<file path="src/rtl/pwm_pkg.sv">
// -----------------------------------------------------------------------------
// pwm_pkg
//   Constants and types shared by the PWM link blocks (generator and capture).
//   PWM_CNT_W   : width of the duty code / generator counter
//   PWM_PERIOD  : nominal PWM period in clk cycles (2**PWM_CNT_W)
//   PWM_TIMEOUT : cycles without a rising edge before a line is declared stuck
//   pwm_state_e : capture FSM state (IDLE = no period reference yet)
// -----------------------------------------------------------------------------
package pwm_pkg;

  localparam int PWM_CNT_W   = 8;
  localparam int PWM_PERIOD  = 256;
  localparam int PWM_TIMEOUT = 512;

  typedef enum logic {
    IDLE    = 1'b0,
    MEASURE = 1'b1
  } pwm_state_e;

endpackage : pwm_pkg

</file>
<file path="src/rtl/pwm_sync_edge.sv">
// -----------------------------------------------------------------------------
// pwm_sync_edge
//   Two-flop synchroniser for an asynchronous input pin, followed by a one-cycle
//   delay stage used to detect edges on the synchronised signal.
// Ports:
//   clk      : system clock
//   rst      : synchronous reset, active-high (clears all three flops)
//   i_async  : asynchronous input pin
//   o_sync   : synchronised level (2 clk latency)
//   o_rise   : one-cycle pulse, o_sync went 0 -> 1
//   o_fall   : one-cycle pulse, o_sync went 1 -> 0
// -----------------------------------------------------------------------------
module pwm_sync_edge (
  input  logic clk,
  input  logic rst,
  input  logic i_async,
  output logic o_sync,
  output logic o_rise,
  output logic o_fall
);

  logic r_meta;  // first stage, may go metastable
  logic r_sync;  // second stage, safe to use
  logic r_dly;   // r_sync one cycle later, for edge detection

  // NOTE: sequential state uses non-blocking (<=) so every flop samples the
  // pre-edge value of its neighbour; blocking here would collapse the chain.
  always_ff @(posedge clk) begin
    if (rst) begin
      r_meta <= 1'b0;
      r_sync <= 1'b0;
      r_dly  <= 1'b0;
    end else begin
      r_meta <= i_async;
      r_sync <= r_meta;
      r_dly  <= r_sync;
    end
  end

  assign o_sync = r_sync;
  assign o_rise = r_sync & ~r_dly;
  assign o_fall = ~r_sync & r_dly;

endmodule : pwm_sync_edge

</file>
<file path="src/rtl/pwm_capture.sv">
// -----------------------------------------------------------------------------
// pwm_capture
//   Samples an external PWM waveform and recovers the duty code (high cycles
//   per period) and the measured period, measured rise-to-rise. Reports
//   stuck-high / stuck-low lines after TIMEOUT cycles without a rising edge,
//   and flags periods that differ from the nominal PERIOD.
// Ports:
//   clk        : system clock, all logic on the rising edge
//   rst        : synchronous reset, active-high
//   pwm_in     : PWM waveform, asynchronous to clk
//   duty_out   : last recovered duty code, saturated to 2**CNT_W-1
//   duty_valid : one-cycle pulse when duty_out/period_out update
//   period_out : last measured period (0 after a stuck report)
//   period_err : last measured period != PERIOD, held until next update
//   stuck_hi   : line high for TIMEOUT cycles with no rising edge
//   stuck_lo   : line low for TIMEOUT cycles with no rising edge
// -----------------------------------------------------------------------------
module pwm_capture
  import pwm_pkg::*;
#(
  parameter int CNT_W   = PWM_CNT_W,
  parameter int PERIOD  = PWM_PERIOD,
  parameter int PER_W   = 16,
  parameter int TIMEOUT = PWM_TIMEOUT
) (
  input  logic             clk,
  input  logic             rst,
  input  logic             pwm_in,
  output logic [CNT_W-1:0] duty_out,
  output logic             duty_valid,
  output logic [PER_W-1:0] period_out,
  output logic             period_err,
  output logic             stuck_hi,
  output logic             stuck_lo
);

  localparam logic [PER_W-1:0] CNT_ONE  = PER_W'(1);
  localparam logic [PER_W-1:0] CNT_MAX  = {PER_W{1'b1}};
  localparam logic [PER_W-1:0] DUTY_MAX = PER_W'((2 ** CNT_W) - 1);
  localparam logic [PER_W-1:0] NOM_PER  = PER_W'(PERIOD);
  localparam logic [PER_W-1:0] TO_CNT   = PER_W'(TIMEOUT);

  // ---------------------------------------------------------------------------
  // Input synchroniser / edge detector
  // ---------------------------------------------------------------------------
  logic w_pwm_s;
  logic w_rise;

  // Only rising edges delimit a period, so the falling-edge pulse is not used.
  pwm_sync_edge u_sync_edge (
    .clk     (clk),
    .rst     (rst),
    .i_async (pwm_in),
    .o_sync  (w_pwm_s),
    .o_rise  (w_rise),
    .o_fall  ()
  );

  // ---------------------------------------------------------------------------
  // State and output registers
  // ---------------------------------------------------------------------------
  pwm_state_e       r_state;
  logic [PER_W-1:0] r_period_cnt;
  logic [PER_W-1:0] r_high_cnt;
  logic [CNT_W-1:0] r_duty;
  logic             r_duty_valid;
  logic [PER_W-1:0] r_period;
  logic             r_period_err;
  logic             r_stuck_hi;
  logic             r_stuck_lo;

  pwm_state_e       w_state;
  logic [PER_W-1:0] w_period_cnt;
  logic [PER_W-1:0] w_high_cnt;
  logic [CNT_W-1:0] w_duty;
  logic             w_duty_valid;
  logic [PER_W-1:0] w_period;
  logic             w_period_err;
  logic             w_stuck_hi;
  logic             w_stuck_lo;

  logic             w_timeout;
  logic [CNT_W-1:0] w_duty_sat;
  logic [PER_W-1:0] w_period_inc;
  logic [PER_W-1:0] w_high_inc;

  assign w_timeout    = (r_period_cnt == TO_CNT);
  assign w_duty_sat   = (r_high_cnt > DUTY_MAX) ? {CNT_W{1'b1}}
                                                : r_high_cnt[CNT_W-1:0];
  assign w_period_inc = (r_period_cnt == CNT_MAX) ? r_period_cnt
                                                  : r_period_cnt + CNT_ONE;
  assign w_high_inc   = (r_high_cnt == CNT_MAX) ? r_high_cnt
                                                : r_high_cnt + CNT_ONE;

  always_ff @(posedge clk) begin
    if (rst) begin
      r_state      <= IDLE;
      r_period_cnt <= '0;
      r_high_cnt   <= '0;
      r_duty       <= '0;
      r_duty_valid <= 1'b0;
      r_period     <= '0;
      r_period_err <= 1'b0;
      r_stuck_hi   <= 1'b0;
      r_stuck_lo   <= 1'b0;
    end else begin
      r_state      <= w_state;
      r_period_cnt <= w_period_cnt;
      r_high_cnt   <= w_high_cnt;
      r_duty       <= w_duty;
      r_duty_valid <= w_duty_valid;
      r_period     <= w_period;
      r_period_err <= w_period_err;
      r_stuck_hi   <= w_stuck_hi;
      r_stuck_lo   <= w_stuck_lo;
    end
  end

  // ---------------------------------------------------------------------------
  // Next-state / next-output logic
  // ---------------------------------------------------------------------------
  always_comb begin
    // NOTE: every signal gets a default before any branch; a path that leaves
    // one unassigned would infer a latch.
    w_state      = r_state;
    w_period_cnt = w_period_inc;
    w_high_cnt   = w_pwm_s ? w_high_inc : r_high_cnt;
    w_duty       = r_duty;
    w_duty_valid = 1'b0;
    w_period     = r_period;
    w_period_err = r_period_err;
    w_stuck_hi   = r_stuck_hi;
    w_stuck_lo   = r_stuck_lo;

    // A rise takes priority over a timeout landing on the same cycle.
    if (w_rise) begin
      // The rise cycle itself is high and is the first cycle of the new period.
      w_period_cnt = CNT_ONE;
      w_high_cnt   = CNT_ONE;
      w_stuck_hi   = 1'b0;
      w_stuck_lo   = 1'b0;
      w_state      = MEASURE;
      case (r_state)
        MEASURE: begin
          w_duty       = w_duty_sat;
          w_period     = r_period_cnt;
          w_period_err = (r_period_cnt != NOM_PER);
          w_duty_valid = 1'b1;
        end
        default: ;  // IDLE: first period is partial, only arm the measurement
      endcase
    end else if (w_timeout) begin
      w_period_cnt = '0;
      w_high_cnt   = '0;
      w_state      = IDLE;
      // Report only once; a line that stays stuck just keeps re-arming.
      if (!r_stuck_hi && !r_stuck_lo) begin
        w_stuck_hi   = w_pwm_s;
        w_stuck_lo   = ~w_pwm_s;
        w_duty       = w_pwm_s ? {CNT_W{1'b1}} : '0;
        w_period     = '0;
        w_period_err = 1'b1;
        w_duty_valid = 1'b1;
      end
    end
  end

  assign duty_out   = r_duty;
  assign duty_valid = r_duty_valid;
  assign period_out = r_period;
  assign period_err = r_period_err;
  assign stuck_hi   = r_stuck_hi;
  assign stuck_lo   = r_stuck_lo;

endmodule : pwm_capture

</file>
<file path="config.mk">
export PLATFORM = sky130hd
export DESIGN_NAME = pwm_capture
export DESIGN_NICKNAME = d
export VERILOG_FILES = /design/src/rtl/pwm_pkg.sv /design/src/rtl/pwm_sync_edge.sv /design/src/rtl/pwm_capture.sv
export SDC_FILE = /design/constraint.sdc
export NUM_CORES = 1
export LEC_CHECK = 0
export ABC_AREA = 0
export ABC_CLOCK_PERIOD_IN_PS = 3520
export BUFFER_PORTS_ARGS = -buffer_cell sky130_fd_sc_hd__buf_2
export CORE_MARGIN = 2
export CORE_UTILIZATION = 62
export CTS_CLUSTER_SIZE = 16
export DETAILED_ROUTE_END_ITERATION = 8
export GPL_TIMING_DRIVEN = 0
export PLACE_DENSITY = 0.83
export SLEW_MARGIN = 25
export SYNTH_ARGS = -nofsm -noshare
export SYNTH_HDL_FRONTEND = slang
export SYNTH_HIERARCHICAL = 1
export SYNTH_SLANG_ARGS = --single-unit
</file>
<file path="constraint.sdc">
create_clock -name clk -period 3.52 [get_ports clk]
set_input_delay 0.704 -clock clk [delete_from_list [all_inputs] [get_ports clk]]
set_output_delay 0.704 -clock clk [all_outputs]
set_load 0.1 [all_outputs]
</file>
==> summary.txt <==
Status
  • Status: finished clean

Floorplanning
  • Row count: 25
  • Die height: 73.0 um
  • Total die area: 5330 um^2
  • Initial Util: 0.633
  • Core Area: 4660 um^2
  • IO Count: 31
  • Die width: 73.0 um

Worst setup path
  • Req. time, crit path: 3.76 ns
  • Crit Path Class: register to register
  • Arrival time worst endpoint: 2.43 ns
  • Reg-to-reg endpoint: r_high_cnt[1]
  • CP Launch Type: register
  • R2R depth: 6
  • Reg-to-Reg Start: r_high_cnt[0]
  • Critical-path maximum fanout: 8
  • Flop2flop setup slack: 1.32 ns
  • CP Capture Type: register

CTS
  • H-tree depth: 3
  • TritonCTS clock tree: yes
  • Root Driver: clkbuf_8
  • Clock Path Buffers: 2
  • CTS buffer count: 9
  • Post-CTS Resized: 0
  • Number of hold buffers added after cts: 0
  • Sink Count: 64
  • Clock-pin slew on the worst setup and hold paths: 0.08 ns
  • Worst skew pair latency: 0.35 ns
  • Post-CTS Setup Repair Bufs: 0

Finish
  • FF+latch area: 1280 um^2
  • Layout net count: 375
  • Area Overhead vs Synth: 15.1%
  • Number of diodes: 0
  • Layout cell share with drive strength beyond 1: 0.195
  • Fill count: 357
  • Multi-input gate area: 1540 um^2

Yosys
  • Cells after Synth: 328
  • Synth Warn #: 6
  • Post-Syn Nets: 334
  • Syn_area_per_cell: 9.00 um^2
  • Cell area after synthesis: 2950 um^2

Drt
  • Number of nets still failing antenna checks after routing: 0
  • DR vias: 2580
  • DR pass1 iterations: 4
  • Wirelength per Cell: 15.4 um
  • WL final: 6580 um
  • Via density: 6.03
  • DRT iter0 DRCs: 157
  • DRC violations left: 0

STA
  • Fin crit period: 2.20 ns
  • Final setup margin: 1.32 ns
  • Fmax: 455 MHz
  • Fin. Hold Viols: 0
  • Max_slew headroom: 0.562
  • Final setup violation count: 0
  • Worst-Margin Slew: 0.657 ns
  • Setup Total Neg Slack: 0 ns
  • Max-slew violations: 0
  • Fin crit share: 0.624
  • Max Clock Skew: 0.00874 ns
  • RSZ-0062 raised after global routing: false

Worst hold path
  • Hold Path Origin: u_sync_edge/r_meta
  • Type of the tightest min-delay check: register to register
  • Hold depth: 1
  • Hold Path Sink: u_sync_edge/o_sync

Power
  • Worst vdd ir: 0.328 mV
  • Leakage: 1.24 nW
  • Power Density: 466 nW/um^2

Global routing
  • Largest net degree at the start of global routing: 13
  • Gr usage total: 0.266
  • Antenna violations before repair: 0
  • Vias in the first global route: 2428
  • GRT overflow: 0
  • First-pass GRT wire length: 11000 um

Placement
  • Post-detail-place hpwl: 4500 um
  • Worst slack at placement: 1.36 ns
  • I/O Buffers: 30
  • Routability cong.: 0.880

Flow run
  • Max Cap Violations: 0
cells in the final DEF (no fill, tap or decap), drive strengths merged, types with 2 or more instances in the layout:
cell type / count
nor2: 45
o21ai: 4
nand2b: 9
a31oi: 2
o2111ai: 4
clkinvlp: 3
inv: 11
and4: 3
a211oi: 13
nand2: 17
xor2: 6
clkbuf: 21
nor4: 8
nand3: 12
o211ai: 3
buf: 37
or4: 3
xnor2: 12
or2: 3
dfxtp: 64
a2111oi: 3
mux2i: 3
and2: 2
and3: 5
a21oi: 19
mux2: 3
ha: 3
o21a: 3
a22oi: 14
o22ai: 8
nand4: 8
nor3: 10
bufinv: 2
nor2b: 4
state kept, by name (all words and copies together), names as in the netlist:
| register | count |
|---|---|
| duty_valid | 1 |
| stuck_hi | 1 |
| u_sync_edge/r_dly | 1 |
| r_period_cnt | 16 |
| stuck_lo | 1 |
| u_sync_edge/o_sync | 1 |
| period_err | 1 |
| r_state | 1 |
| period_out | 16 |
| u_sync_edge/r_meta | 1 |
| duty_out | 8 |
| r_high_cnt | 16 |
report_power, final:
part / switching, mW / internal, mW
Sequential: 0.0122 / 0.735
Combinational: 0.0846 / 0.0293
Clock: 0.301 / 0.420
Total: 0.398 / 1.18
worst max path at each step:
| stage | startpoint | endpoint | slack [ns] |
|---|---|---|---|
| 6_report | r_high_cnt[0] | r_high_cnt[1] | 1.32 |
| 5_1_grt | r_period_cnt[0] | r_period_cnt[0] | 1.09 |
| 3_3_place_gp | r_high_cnt[0] | r_high_cnt[1] | 1.38 |
| 3_5_place_dp | r_period_cnt[0] | r_period_cnt[7] | 1.36 |
| 4_1_cts | r_period_cnt[0] | r_period_cnt[7] | 1.33 |
| 2_1_floorplan | stuck_lo | period_out[5] | 1.56 |
worst max-delay path, stage by stage (launching register included):
cell and delay (ns):
dfxtp_1 0.43, ha_1 0.22, and3_1 0.26, nand4_1 0.32, o21ai_0 0.56, mux2i_1 0.25
nor2_1 0.05
routing by layer:
| metal | routed length [um] | global-route usage | vias to the layer above | share of wire |
|---|---|---|---|---|
| li1 | - | - | 1279 | - |
| met1 | 2990 | 0.325 | 1245 | 0.45 |
| met2 | 3240 | 0.454 | 48 | 0.49 |
| met3 | 238 | 0.0442 | 8 | 0.036 |
| met4 | 105 | 0.121 | 0 | 0.016 |
| met5 | 0 | 0 | - | 0 |
cell type report:
| class | instances | share of cell area |
|---|---|---|
| well taps | 54 | 0.0199 |
| repair buffers | 30 | 0.0442 |
| flip-flops and latches | 64 | 0.377 |
| multi-input cells | 236 | 0.453 |
| clock buffers | 10 | 0.0405 |
| plain buffers | 18 | 0.0276 |
| clock inverters | 6 | 0.0269 |
| inverters | 10 | 0.0110 |
stage by stage:
| step | utilization | hold slack (ns) | power (mW) | cell area, um^2 | cells |
|---|---|---|---|---|---|
| after global placement | 0.680 | 0.415 | 0.875 | 3170 | 412 |
| final | 0.729 | 0.448 | 1.58 | 3400 | 428 |
| after floorplan | - | 0.414 | 0.853 | 2950 | 328 |
| after CTS | 0.729 | 0.446 | 1.58 | 3400 | 428 |
| after global routing | 0.729 | 0.465 | 1.63 | 3400 | 428 |
| after detailed placement | 0.680 | 0.429 | 0.877 | 3170 | 412 |
Note: power is estimated with default switching activity, not from simulation.
